==> src/rtl/morse_player_if.sv <==
// Start/pattern request and serial status bundle for morse_player; no backpressure beyond busy.
interface morse_player_if #(
   parameter int PAT_W = 12,
   parameter int LEN_W = $clog2(PAT_W + 1)
);
   logic             start;
   logic [PAT_W-1:0] pat;
   logic [LEN_W-1:0] len;
   logic             abort;
   logic             out;
   logic             busy;
   logic             done;

   modport master (output start, pat, len, abort, input out, busy, done);
   modport slave  (input start, pat, len, abort, output out, busy, done);
endinterface

==> src/rtl/morse_player.sv <==
// Serialises a pattern LSB-first, DIV cycles per symbol, first symbol 1 cycle after start; MORSE_REPEAT_EN adds looping with a GAP-symbol pause.
// No backpressure: start is ignored while busy, abort drops the play with no done pulse.
module morse_player #(
   parameter int PAT_W = 12,
   parameter int DIV   = 25000000,
   parameter int GAP   = 3,
   parameter int LEN_W = $clog2(PAT_W + 1)
) (
   input logic           clk,
   input logic           reset,
   morse_player_if.slave bus
);
   localparam logic [27:0]      DIV_M1  = 28'(DIV - 1);
   localparam logic [LEN_W-1:0] MAX_LEN = LEN_W'(PAT_W);

   if (DIV < 1 || DIV > 268435455 || GAP < 0) begin : g_bad_param
      $error("morse_player: DIV must be 1..2^28-1 and GAP non-negative");
   end

`ifdef MORSE_REPEAT_EN
   typedef enum logic [1:0] {S_IDLE, S_PLAY, S_GAP} state_t;
   localparam int GAP_W = (GAP < 2) ? 1 : $clog2(GAP + 1);
`else
   typedef enum logic [1:0] {S_IDLE, S_PLAY} state_t;
`endif

   state_t           state_q, state_d;
   logic [PAT_W-1:0] shreg_q, shreg_d;
   logic [LEN_W-1:0] cnt_q,   cnt_d;
   logic [LEN_W-1:0] len_q,   len_d;
   logic [27:0]      div_q,   div_d;
   logic             done_q,  done_d;
`ifdef MORSE_REPEAT_EN
   logic [PAT_W-1:0] pat_copy_q, pat_copy_d;
   logic [GAP_W-1:0] gap_cnt_q,  gap_cnt_d;
   logic [GAP_W-1:0] gap_inc;
`endif

   logic             tick;
   logic [LEN_W-1:0] cnt_inc;
   logic [LEN_W-1:0] eff_len;

   assign tick    = (div_q == '0);
   assign cnt_inc = cnt_q + LEN_W'(1);
   assign eff_len = (bus.len > MAX_LEN) ? MAX_LEN : bus.len;
`ifdef MORSE_REPEAT_EN
   assign gap_inc = gap_cnt_q + GAP_W'(1);
`endif

   always_comb begin
      state_d = state_q;
      shreg_d = shreg_q;
      cnt_d   = cnt_q;
      len_d   = len_q;
      div_d   = div_q;
      done_d  = 1'b0;
`ifdef MORSE_REPEAT_EN
      pat_copy_d = pat_copy_q;
      gap_cnt_d  = gap_cnt_q;
`endif
      if (bus.abort) begin
         state_d = S_IDLE;
         shreg_d = '0;
         cnt_d   = '0;
         div_d   = '0;
      end else begin
         case (state_q)
            S_IDLE: begin
               if (bus.start) begin
                  if (bus.len == '0) begin
                     done_d = 1'b1;
                  end else begin
                     state_d = S_PLAY;
                     shreg_d = bus.pat;
                     cnt_d   = '0;
                     len_d   = eff_len;
                     div_d   = DIV_M1;
`ifdef MORSE_REPEAT_EN
                     pat_copy_d = bus.pat;
`endif
                  end
               end
            end
            S_PLAY: begin
               if (!tick) begin
                  div_d = div_q - 28'd1;
               end else begin
                  div_d   = DIV_M1;
                  shreg_d = shreg_q >> 1;
                  cnt_d   = cnt_inc;
                  if (cnt_inc == len_q) begin
                     cnt_d = '0;
`ifdef MORSE_REPEAT_EN
                     // Start still held at the last tick keeps the loop going.
                     if (bus.start) begin
                        gap_cnt_d = '0;
                        if (GAP == 0) begin
                           shreg_d = pat_copy_q;
                        end else begin
                           state_d = S_GAP;
                        end
                     end else begin
                        state_d = S_IDLE;
                        done_d  = 1'b1;
                     end
`else
                     state_d = S_IDLE;
                     done_d  = 1'b1;
`endif
                  end
               end
            end
`ifdef MORSE_REPEAT_EN
            S_GAP: begin
               if (!tick) begin
                  div_d = div_q - 28'd1;
               end else begin
                  div_d = DIV_M1;
                  if (gap_inc == GAP_W'(GAP)) begin
                     gap_cnt_d = '0;
                     if (bus.start) begin
                        state_d = S_PLAY;
                        shreg_d = pat_copy_q;
                        cnt_d   = '0;
                     end else begin
                        state_d = S_IDLE;
                        done_d  = 1'b1;
                     end
                  end else begin
                     gap_cnt_d = gap_inc;
                  end
               end
            end
`endif
            default: state_d = S_IDLE;
         endcase
      end
   end

   always_ff @(posedge clk) begin
      if (!reset) begin
         state_q <= S_IDLE;
         shreg_q <= '0;
         cnt_q   <= '0;
         len_q   <= '0;
         div_q   <= '0;
         done_q  <= 1'b0;
`ifdef MORSE_REPEAT_EN
         pat_copy_q <= '0;
         gap_cnt_q  <= '0;
`endif
      end else begin
         state_q <= state_d;
         shreg_q <= shreg_d;
         cnt_q   <= cnt_d;
         len_q   <= len_d;
         div_q   <= div_d;
         done_q  <= done_d;
`ifdef MORSE_REPEAT_EN
         pat_copy_q <= pat_copy_d;
         gap_cnt_q  <= gap_cnt_d;
`endif
      end
   end

   assign bus.out  = (state_q == S_PLAY) & shreg_q[0];
   assign bus.busy = (state_q != S_IDLE);
   assign bus.done = done_q;
endmodule
==> src/flat_wrapper.sv <==
// flat-port wrapper written by rule: the top's interface ports become plain ports
module morse_player_flat 
#(
   parameter int PAT_W = 12,
   parameter int DIV   = 25000000,
   parameter int GAP   = 3,
   parameter int LEN_W = $clog2(PAT_W + 1)
)
  (clk, reset, bus_start, bus_pat, bus_len, bus_abort, bus_out, bus_busy, bus_done);
  morse_player_if #(.PAT_W(PAT_W), .LEN_W(LEN_W)) bus_i ();
  input logic clk;
  input logic reset;
  input wire logic [$bits(bus_i.start)-1:0] bus_start;
  input wire logic [$bits(bus_i.pat)-1:0] bus_pat;
  input wire logic [$bits(bus_i.len)-1:0] bus_len;
  input wire logic [$bits(bus_i.abort)-1:0] bus_abort;
  output wire logic [$bits(bus_i.out)-1:0] bus_out;
  output wire logic [$bits(bus_i.busy)-1:0] bus_busy;
  output wire logic [$bits(bus_i.done)-1:0] bus_done;
  assign bus_i.start = bus_start;
  assign bus_i.pat = bus_pat;
  assign bus_i.len = bus_len;
  assign bus_i.abort = bus_abort;
  assign bus_out = bus_i.out;
  assign bus_busy = bus_i.busy;
  assign bus_done = bus_i.done;
  morse_player #(.PAT_W(PAT_W), .DIV(DIV), .GAP(GAP), .LEN_W(LEN_W)) u_core (.clk(clk), .reset(reset), .bus(bus_i));
endmodule
==> config.mk <==
export PLATFORM = sky130hd
export DESIGN_NAME = morse_player_flat
export DESIGN_NICKNAME = d
export VERILOG_FILES = /design/src/rtl/morse_player_if.sv /design/src/rtl/morse_player.sv /design/src/flat_wrapper.sv
export SDC_FILE = /design/constraint.sdc
export NUM_CORES = 1
export LEC_CHECK = 0
export CORE_MARGIN = 2
export CORE_UTILIZATION = 62
export CTS_BUF_LIST = sky130_fd_sc_hd__clkbuf_8 sky130_fd_sc_hd__clkbuf_16
export DETAILED_ROUTE_END_ITERATION = 8
export GPL_ROUTABILITY_DRIVEN = 0
export PLACE_DENSITY_LB_ADDON = 0.1
export SYNTH_ARGS = -nofsm -noshare
export SYNTH_HDL_FRONTEND = slang
export SYNTH_SLANG_ARGS = --single-unit
==> constraint.sdc <==
create_clock -name clk -period 6 [get_ports clk]
set_input_delay 0.9 -clock clk [delete_from_list [all_inputs] [get_ports clk]]
set_output_delay 0.9 -clock clk [all_outputs]
set_load 0.01 [all_outputs]
==> results.tsv, run 1 <==
stage	metric	value	unit
power_and_ir_drop	p_per_area	236	nW/µm²
logic_synthesis	ys.flop_type	dfxtp_1	
timing	fin_crit	3.36	ns
timing	setup_viol	0	
die	die_h	69.1	µm
cells_and_area	n_antenna_cell	0	
cells_and_area	drive_gt1_frac	0.0603	
timing	fin_ws	2.64	ns
grt	gr-usage-all-layers	0.247	
place	post-dp-hpwl	4020	µm
clock_tree	cts_inserted_buffers	5	
grt	grt_pass1_wl	9870	µm
logic_synthesis	synth_area	2630	µm²
drt	drtPass1Iterations	4	
power_and_ir_drop	power_leakage	0.992	nW
run_status	status	complete, no violations	
timing	fin_worst_skew	0.00674	ns
logic_synthesis	synth_top_area_frac	0.381	
die	fp.dieW	69.1	µm
die	fp.coreArea	4030	µm²
grt	grt_max_degree	30	
worst_setup_path	reg2regPathDepth	7	
clock_tree	clk_pin_slew	0.09	ns
cells_and_area	syn_to_final_growth	10.5	%
place	dp_slack	2.47	ns
worst_setup_path	crit_arrival	3.56	ns
worst_setup_path	start_kind	flip-flop	
timing	fin_crit_sh	0.560	
worst_hold_path	hold_class	flip-flop to flip-flop	
logic_synthesis	synthMuxAreaShare	0.0419	
worst_setup_path	endpoint_kind	flip-flop	
timing	fin_tns_setup	0	ns
logic_synthesis	yosysWarnings	0	
logic_synthesis	synth_fa_ha_area_frac	0.00953	
cells_and_area	register_area	1000	µm²
drt	drc	0	
clock_tree	ctsLongestPathBuffers	2	
logic_synthesis	synthSimpleGateAreaFrac	0.287	
drt	first_iter_violations	158	
die	num_io_pins	23	
die	initial_core_util	0.652	
drt	wirelength	5770	µm
clock_tree	clock_latency	0.30	ns
logic_synthesis	synth_nets	325	
logic_synthesis	ys_seq_area_frac	0.381	
timing	rsz0062_at_grt	false	
logic_synthesis	synth.most_common_cell	dfxtp_1	
logic_synthesis	synthXorXnorAreaFrac	0.0601	
logic_synthesis	syn_area_per_cell	8.66	µm²
cells_and_area	fillers	326	
timing	max_slew.worst_pin.slew	1.03	ns
logic_synthesis	synth-edff-count	0	
die	fp.dieArea	4770	µm²
clock_tree	cts_sinks	50	
die	num_rows	23	
worst_hold_path	min_path_cells	2	
logic_synthesis	synth_seq_cells	50	
worst_setup_path	critical_path_required	6.20	ns
timing	hold_viol	0	
drt	wl_per_cell	15.8	µm
timing	relSlewSlack	0.313	
cells_and_area	final_nets	337	
timing	max_freq	298	MHz
worst_setup_path	crit_fanout	16	
worst_setup_path	criticalPathCategory	flip-flop to flip-flop	
grt	grt.overflow.total	0	
drt	antenna_left	0	
logic_synthesis	ys_async_sr_fraction	0	
run	drv_cap	0	
logic_synthesis	synth_top_family_by_area	simple AND/OR/NAND/NOR gates	
clock_tree	cts-root-buf	clkbuf_8	
logic_synthesis	ys_top_cells_by_count	50 x dfxtp_1, 22 x nor3_1, 20 x nand2_1	
clock_tree	cts_tree	yes	
drt	viasPerCell	6.30	
timing	slew_violations	0	
clock_tree	htreeDepth	2	
drt	num_vias	2301	
grt	grt_pass1_vias	2170	
logic_synthesis	ys_top_cells_by_area	dfxtp_1 38%, mux2i_1 4.2%, nor3_1 4.2%, a21oi_1 3.6%, nand3_1 3.6%	
place	port_buffers	22	
power_and_ir_drop	ir_worst_vdd	0.178	mV
logic_synthesis	synth_top_cell_by_area	dfxtp_1	
logic_synthesis	synthesis.instances	303	
clock_tree	postCtsSetupRepairBufs	0	
clock_tree	cts_resized	0	
logic_synthesis	synth_cell_type_count	51	
logic_synthesis	synth_compound_area_frac	0.175	
cells_and_area	multiInputGateArea	1510	µm²
grt	antenna_found_initial	0	
clock_tree	postCtsHoldBufs	0	
## stage by stage
step	util	hold WS [ns]	total power [mW]	cells	instance area (µm²)
detailed placement	0.701	0.470	0.507	358	2830
CTS	0.720	0.483	0.687	365	2900
global route	0.720	0.508	0.716	365	2900
floorplan	-	0.448	0.471	303	2630
global placement	0.701	0.454	0.503	358	2830
finish	0.720	0.476	0.685	365	2900
## flip-flops by register name, summed over array words and instances, names as in the netlist
name,count
u_core.div_q,28
u_core.shreg_q,12
u_core.cnt_q,4
u_core.len_q,4
u_core.bus.done,1
u_core.state_q,1
## worst max-delay path: stages, from the launching register on
cell	delay, ns
dfxtp_1	0.33
inv_1	0.08
ha_1	0.19
or4b_1	0.59
or4b_4	0.58
nor4_4	0.72
nor2_1	0.46
and3_1	0.30
## cells by family (layout without fill, tap and decap cells)
group,Yosys count,in the layout
AND/OR/NAND/NOR,132,132
AO/OA/AOI/OAI,67,67
flip-flops,50,50
buffers and inverters,23,35
XOR/XNOR,18,18
multiplexers,11,11
adder cells (fa/ha/maj),2,2
## cell type report
type,instances,share of cell area
Tap cell,50,0.0216
Clock buffer,5,0.0237
Sequential cell,50,0.345
Timing Repair Buffer,25,0.0837
Multi-Input combinational cell,230,0.520
Inverter,3,0.00388
Clock inverter,2,0.00259
## cell usage in the layout (no fill, tap or decap), drive strengths merged, types with 2 or more instances in the layout
| cell type | netlist | routed |
|---|---|---|
| a21o | 2 | 2 |
| or4 | 13 | 13 |
| nand3 | 19 | 19 |
| a21oi | 19 | 19 |
| a21boi | 2 | 2 |
| or3 | 6 | 6 |
| buf | 6 | 3 |
| clkdlybuf4s50 | 0 | 22 |
| o41ai | 2 | 2 |
| o31ai | 4 | 4 |
| nor4 | 5 | 5 |
| o211ai | 3 | 3 |
| nor2b | 6 | 6 |
| o31a | 4 | 4 |
| dfxtp | 50 | 50 |
| xor2 | 9 | 9 |
| or2 | 2 | 2 |
| a22oi | 2 | 2 |
| nand2b | 3 | 3 |
| clkbuf | 14 | 5 |
| ha | 2 | 2 |
| mux2i | 11 | 11 |
| xnor2 | 9 | 9 |
| nor2 | 15 | 15 |
| nor3 | 22 | 22 |
| and3 | 4 | 4 |
| and2 | 3 | 3 |
| o21ai | 5 | 5 |
| nand2 | 21 | 21 |
| inv | 3 | 5 |
| a31oi | 8 | 8 |
| or4b | 3 | 3 |
| nand4 | 8 | 8 |
| a211oi | 13 | 13 |
## path summary, 6_finish.rpt
kind                 startpoint                  to  slack, ns
min          u_core.shreg_q[11]  u_core.shreg_q[11]       0.48
max reg2reg     u_core.div_q[0]     u_core.div_q[6]       2.64
max             u_core.div_q[0]     u_core.div_q[6]       2.64
min reg2reg  u_core.shreg_q[11]  u_core.shreg_q[11]       0.48
## metal layers
metal / vias to the layer above / track usage / routed length [µm]
li1: 1162 / - / -
met1: 1076 / 0.317 / 2680
met2: 52 / 0.404 / 2730
met3: 11 / 0.0570 / 263
met4: 0 / 0.0959 / 95
met5: - / 0 / 0
## where the power goes
group | internal (mW) | leakage [nW] | total (mW) | switching (mW)
Clock | 0.0772 | 0.0466 | 0.184 | 0.107
Combinational | 0.0591 | 0.538 | 0.141 | 0.0822
Sequential | 0.346 | 0.408 | 0.360 | 0.0139
(Power assumes the default switching activity.)
==> inputs of run 2 (changes only) <==
Settings changed: CORE_UTILIZATION 62 to 57.
Clock period 6 ns to 3.5 ns, I/O delays scaled along.
==> run 2 against run 1 <==
  * Sequential cell count stayed put
  * Combinational power increased by 72%
  * Global-route usage down 1.6 points
  * Cell area up 0.86%
  * Largest cell class unchanged
  * Sequential power rose by 71%
  * Critical endpoint is now u_core.shreg_q[8]
  * Power up 71%
  * Largest power group unchanged
  * Via count is 0.87% higher
  * Routed wire length down 4.2%
  * Maximum frequency grew 23%
==> results.tsv, run 2 (same netlist as run 1, synthesis figures left out) <==
stage	metric	value	unit
run_status	status	complete, no violations	
cells_and_area	final_cell_mix	50 x dfxtp_1, 22 x nor3_1, 22 x clkdlybuf4s50_1	
place	dp_slack	0.786	ns
cells_and_area	reg_top3	u_core.div_q x28, u_core.shreg_q x12	
drt	num_vias	2321	
clock_tree	cts_tree	yes	
cells_and_area	fillers	373	
grt	grt_pass1_vias	2158	
cells_and_area	top_register	u_core.div_q	
timing	slew_violations	0	
worst_setup_path	reg2regPathDepth	7	
timing	hold_viol	0	
timing	max_slew.worst_pin.slew	0.563	ns
worst_setup_path	crit_arrival	2.90	ns
cells_and_area	syn_to_final_growth	11.5	%
grt	grt_pass1_wl	9690	µm
timing	relSlewSlack	0.623	
die	die_h	71.9	µm
worst_hold_path	worstHoldStart	u_core.len_q[1]	
worst_setup_path	critical_path_required	3.67	ns
worst_hold_path	hold_path_end	u_core.len_q[1]	
clock_tree	postCtsSetupRepairBufs	0	
clock_tree	cts_resized	0	
die	initial_core_util	0.599	
worst_setup_path	r2r-start	u_core.div_q[0]	
power_and_ir_drop	power	1.17	mW
die	num_io_pins	23	
die	fp.coreArea	4380	µm²
place	port_buffers	22	
timing	fin_crit_sh	0.782	
power_and_ir_drop	ir_worst_vdd	0.244	mV
drt	antenna_left	0	
drt	wl_per_cell	14.9	µm
worst_setup_path	criticalPathCategory	flip-flop to flip-flop	
worst_hold_path	min_path_cells	2	
clock_tree	clock_latency	0.30	ns
timing	max_freq	365	MHz
drt	drtPass1Iterations	4	
timing	fin_tns_setup	0	ns
grt	grt.overflow.total	0	
place	post-dp-hpwl	3910	µm
clock_tree	htreeDepth	2	
worst_hold_path	hold_class	flip-flop to flip-flop	
cells_and_area	drive_gt1_frac	0.0692	
timing	fin_crit	2.74	ns
clock_tree	cts_inserted_buffers	5	
power_and_ir_drop	p_per_area	400	nW/µm²
cells_and_area	final_common_cell	dfxtp_1	
clock_tree	postCtsHoldBufs	0	
timing	setup_viol	0	
clock_tree	cts-root-buf	clkbuf_8	
timing	fin_worst_skew	0.00855	ns
grt	antenna_found_initial	0	
drt	first_iter_violations	279	
clock_tree	clk_pin_slew	0.08	ns
power_and_ir_drop	power_leakage	1.01	nW
die	fp.dieW	71.9	µm
worst_setup_path	start_kind	flip-flop	
die	fp.dieArea	5160	µm²
die	num_rows	24	
drt	viasPerCell	6.27	
cells_and_area	final_nets	340	
timing	rsz0062_at_grt	false	
drt	wirelength	5530	µm
cells_and_area	design_area	2930	µm²
worst_setup_path	reg2reg_slack	0.76	ns
worst_setup_path	timing.rr.end	u_core.shreg_q[8]	
worst_setup_path	crit_fanout	17	
clock_tree	cts_sinks	50	
drt	drc	0	
cells_and_area	n_antenna_cell	0	
timing	fin_ws	0.763	ns
grt	gr-usage-all-layers	0.231	
run	drv_cap	0	
grt	grt_max_degree	22	
clock_tree	ctsLongestPathBuffers	2	
timing	timing.hold.ws	0.486	ns
worst_setup_path	endpoint_kind	flip-flop	
cells_and_area	largest_reg_flops	28	
place	placed_area	2850	µm²
-- run 2: worst max-delay path by stage --
stage | slack (ns) | to | from | cells after the start
2_1_floorplan | 0.84 | u_core.shreg_q[1] | u_core.div_q[0] | 10
3_3_place_gp | 0.83 | u_core.shreg_q[8] | u_core.div_q[0] | 7
3_5_place_dp | 0.79 | u_core.shreg_q[10] | u_core.div_q[0] | 7
4_1_cts | 0.78 | u_core.shreg_q[8] | u_core.div_q[0] | 7
5_1_grt | 0.68 | u_core.bus.done | u_core.div_q[0] | 7
6_report | 0.76 | u_core.shreg_q[8] | u_core.div_q[0] | 7
-- run 2: layout make-up --
type	instances	area, µm²	share of cell area
clock buffer	5	68.8	0.0235
clock inverter	2	7.51	0.00257
inverter	3	11.3	0.00385
multi-input combinational	230	1510	0.515
sequential	50	1000	0.342
tap	52	65.1	0.0222
timing repair buffer	28	265	0.0906
-- run 2: per-layer routing --
metal / GRT usage / up-vias / share of wire
li1: - / 1167 / -
met4: 0.0713 / 0 / 0.010
met5: 0 / - / 0
met2: 0.365 / 63 / 0.44
met1: 0.316 / 1083 / 0.49
met3: 0.0506 / 8 / 0.055
-- run 2: stage by stage --
| stage | instances | util |
|---|---|---|
| 4_1_cts | 370 | 0.668 |
| 5_1_grt | 370 | 0.668 |
| 2_1_floorplan | 303 | - |
| 6_report | 370 | 0.668 |
| 3_5_place_dp | 363 | 0.650 |
| 3_3_place_gp | 363 | 0.650 |
-- run 2: power by group --
| part | total (mW) | internal, mW | leakage (nW) | switching [mW] |
|---|---|---|---|---|
| combinational | 0.242 | 0.103 | 0.552 | 0.138 |
| clock | 0.312 | 0.132 | 0.0466 | 0.180 |
| sequential | 0.617 | 0.593 | 0.408 | 0.0244 |
| total | 1.17 | 0.828 | 1.01 | 0.343 |
-- run 2: worst max-delay path: stages, from the launching register on --
cell	delay, ns
dfxtp_1	0.33
inv_1	0.09
ha_1	0.19
or4b_1	0.59
or4b_4	0.58
or4_4	0.57
nand2_8	0.18
a211oi_1	0.09
==> inputs of run 3 (changes only) <==
Settings changed: CORE_UTILIZATION 57 to 52.
Clock period 3.5 ns to 2.4 ns, I/O delays scaled along.
==> run 3 against run 2 <==
  * Maximum frequency up 13%
  * Cell area up 15%
  * Register-to-register slack worse by 0.78 ns
  * The flow now finishes with violations (setup timing)
  * Sequential power up 46%
  * Clock skew up 0.00077 ns
  * Clock power up 63%
  * Highest routed layer unchanged
  * Count of clock-buffer cells in the layout up 1
  * Largest power group unchanged
  * Largest cell class unchanged
==> results.tsv, run 3 (same netlist as run 1, synthesis figures left out) <==
stage	metric	value	unit
worst_setup_path	criticalPathCategory	flip-flop to flip-flop	
grt	met1_usage	0.310	
drt	first_iter_violations	198	
power_and_ir_drop	power_leakage	1.20	nW
power_and_ir_drop	ir_worst_vdd	0.430	mV
die	fp.coreArea	4790	µm²
cells_and_area	n_antenna_cell	0	
clock_tree	cts_inserted_buffers	5	
clock_tree	clk_pin_slew	0.09	ns
power_and_ir_drop	p_per_area	559	nW/µm²
worst_setup_path	reg2regPathDepth	7	
worst_setup_path	endpoint_kind	flip-flop	
grt	grt_max_degree	21	
timing	fin_worst_skew	0.00932	ns
grt	gr-usage-all-layers	0.232	
cells_and_area	drive_gt1_frac	0.229	
cells_and_area	final_cell_mix	48 x dfxtp_1, 29 x buf_4, 22 x clkdlybuf4s50_1	
grt	grt_pass1_vias	2209	
cells_and_area	final_common_cell	dfxtp_1	
cells_and_area	largest_reg_flops	28	
drt	wl_per_cell	15.0	µm
clock_tree	postCtsHoldBufs	0	
worst_hold_path	min_path_cells	2	
die	initial_core_util	0.548	
worst_hold_path	hold_class	flip-flop to flip-flop	
cells_and_area	syn_to_final_growth	28.6	%
cells_and_area	final_nets	370	
clock_tree	clock_latency	0.31	ns
clock_tree	ctsLongestPathBuffers	2	
run_status	violations	setup timing	
grt	antenna_found_initial	0	
die	fp.dieArea	5630	µm²
timing	slew_violations	0	
clock_tree	htreeDepth	2	
grt	use_met3	0.0442	
worst_setup_path	start_kind	flip-flop	
die	num_rows	25	
timing	fin_ws	-0.0215	ns
worst_setup_path	critical_path_required	2.65	ns
die	fp.dieW	75.1	µm
run_status	status	finished with violations	
grt	met2_usage	0.383	
place	post-dp-hpwl	4310	µm
die	die_h	75.1	µm
drt	viasPerCell	5.92	
die	num_io_pins	23	
grt	busiest_layer	met2	
timing	rsz0062_at_grt	true	
worst_setup_path	crit_fanout	5	
timing	relSlewSlack	0.672	
timing	max_slew.worst_pin.slew	0.492	ns
place	port_buffers	22	
timing	setup_viol	15	
run	drv_cap	0	
timing	fin_crit_sh	1.01	
drt	drtPass1Iterations	4	
cells_and_area	design_area	3380	µm²
worst_setup_path	crit_arrival	2.67	ns
drt	drc	0	
timing	max_freq	413	MHz
grt	grt.overflow.total	0	
cells_and_area	reg_top3	u_core.div_q x28, u_core.shreg_q x12	
drt	num_vias	2463	
cells_and_area	top_register	u_core.div_q	
timing	fin_crit	2.42	ns
drt	wirelength	6220	µm
place	placed_area	3120	µm²
timing	hold_viol	0	
clock_tree	cts_tree	yes	
place	dp_slack	-0.0582	ns
drt	antenna_left	0	
clock_tree	cts-root-buf	clkbuf_8	
grt	grt_pass1_wl	10100	µm
clock_tree	cts_sinks	50	
-- run 3: cell types whose count changed in the layout (fill, tap and decap cells not counted), sizes merged --
cell    change
clkinv      +1
inv         -1
buf        +28
clkbuf      +3
-- run 3: final timing paths --
| path | endpoint | slack, ns | from |
|---|---|---|---|
| setup / recovery | u_core.bus.done | -0.02 | u_core.div_q[1] |
| hold / removal | u_core.shreg_q[11] | 0.48 | u_core.shreg_q[11] |
| setup reg to reg | u_core.bus.done | -0.02 | u_core.div_q[1] |
| hold reg to reg | u_core.shreg_q[11] | 0.48 | u_core.shreg_q[11] |
-- run 3: final cells by class --
cell class	instances	area (µm²)
multi-input combinational	230	1630
fill	382	1410
sequential	50	1000
timing repair buffer	58	562
tap	67	83.8
clock buffer	6	82.6
inverter	3	11.3
clock inverter	2	8.76
-- run 3: metal layers --
metal	share of wire	up-vias
met5	0	-
met4	0.011	0
met3	0.056	10
met2	0.46	63
met1	0.47	1160
li1	-	1230
-- run 3: what timing repair did --
action	in CTS	in global routing
buffers inserted	3	3
endpoints found under the setup margin	34	35
endpoints found under the hold margin	0	0
gates cloned	0	2
pin swaps	4	18
resized for setup	5	10
-- run 3: stage by stage --
step / total power [mW] / hold slack (ns) / util / setup TNS [ns] / cells
finish: 1.89 / 0.476 / 0.706 / -0.144 / 416
global route: 1.97 / 0.509 / 0.706 / -1.45 / 416
CTS: 1.86 / 0.479 / 0.680 / -0.610 / 411
detailed placement: 1.34 / 0.467 / 0.651 / -0.961 / 400
global placement: 1.33 / 0.464 / 0.651 / -0.307 / 400
floorplan: 1.20 / 0.443 / - / -3.69 / 303
-- run 3: critical path: stages (launching register included) --
cell and delay, ns:
dfxtp_2 0.33, inv_2 0.06, ha_4 0.13, or4b_4 0.48, or4b_4 0.54, or4_4 0.50, nor2_1 0.18, o21a_1 0.15
-- run 3: power by group --
group          switching, mW  internal (mW)
Clock                  0.281          0.229
Combinational          0.248          0.230
Sequential            0.0332          0.865
Total                  0.562           1.32
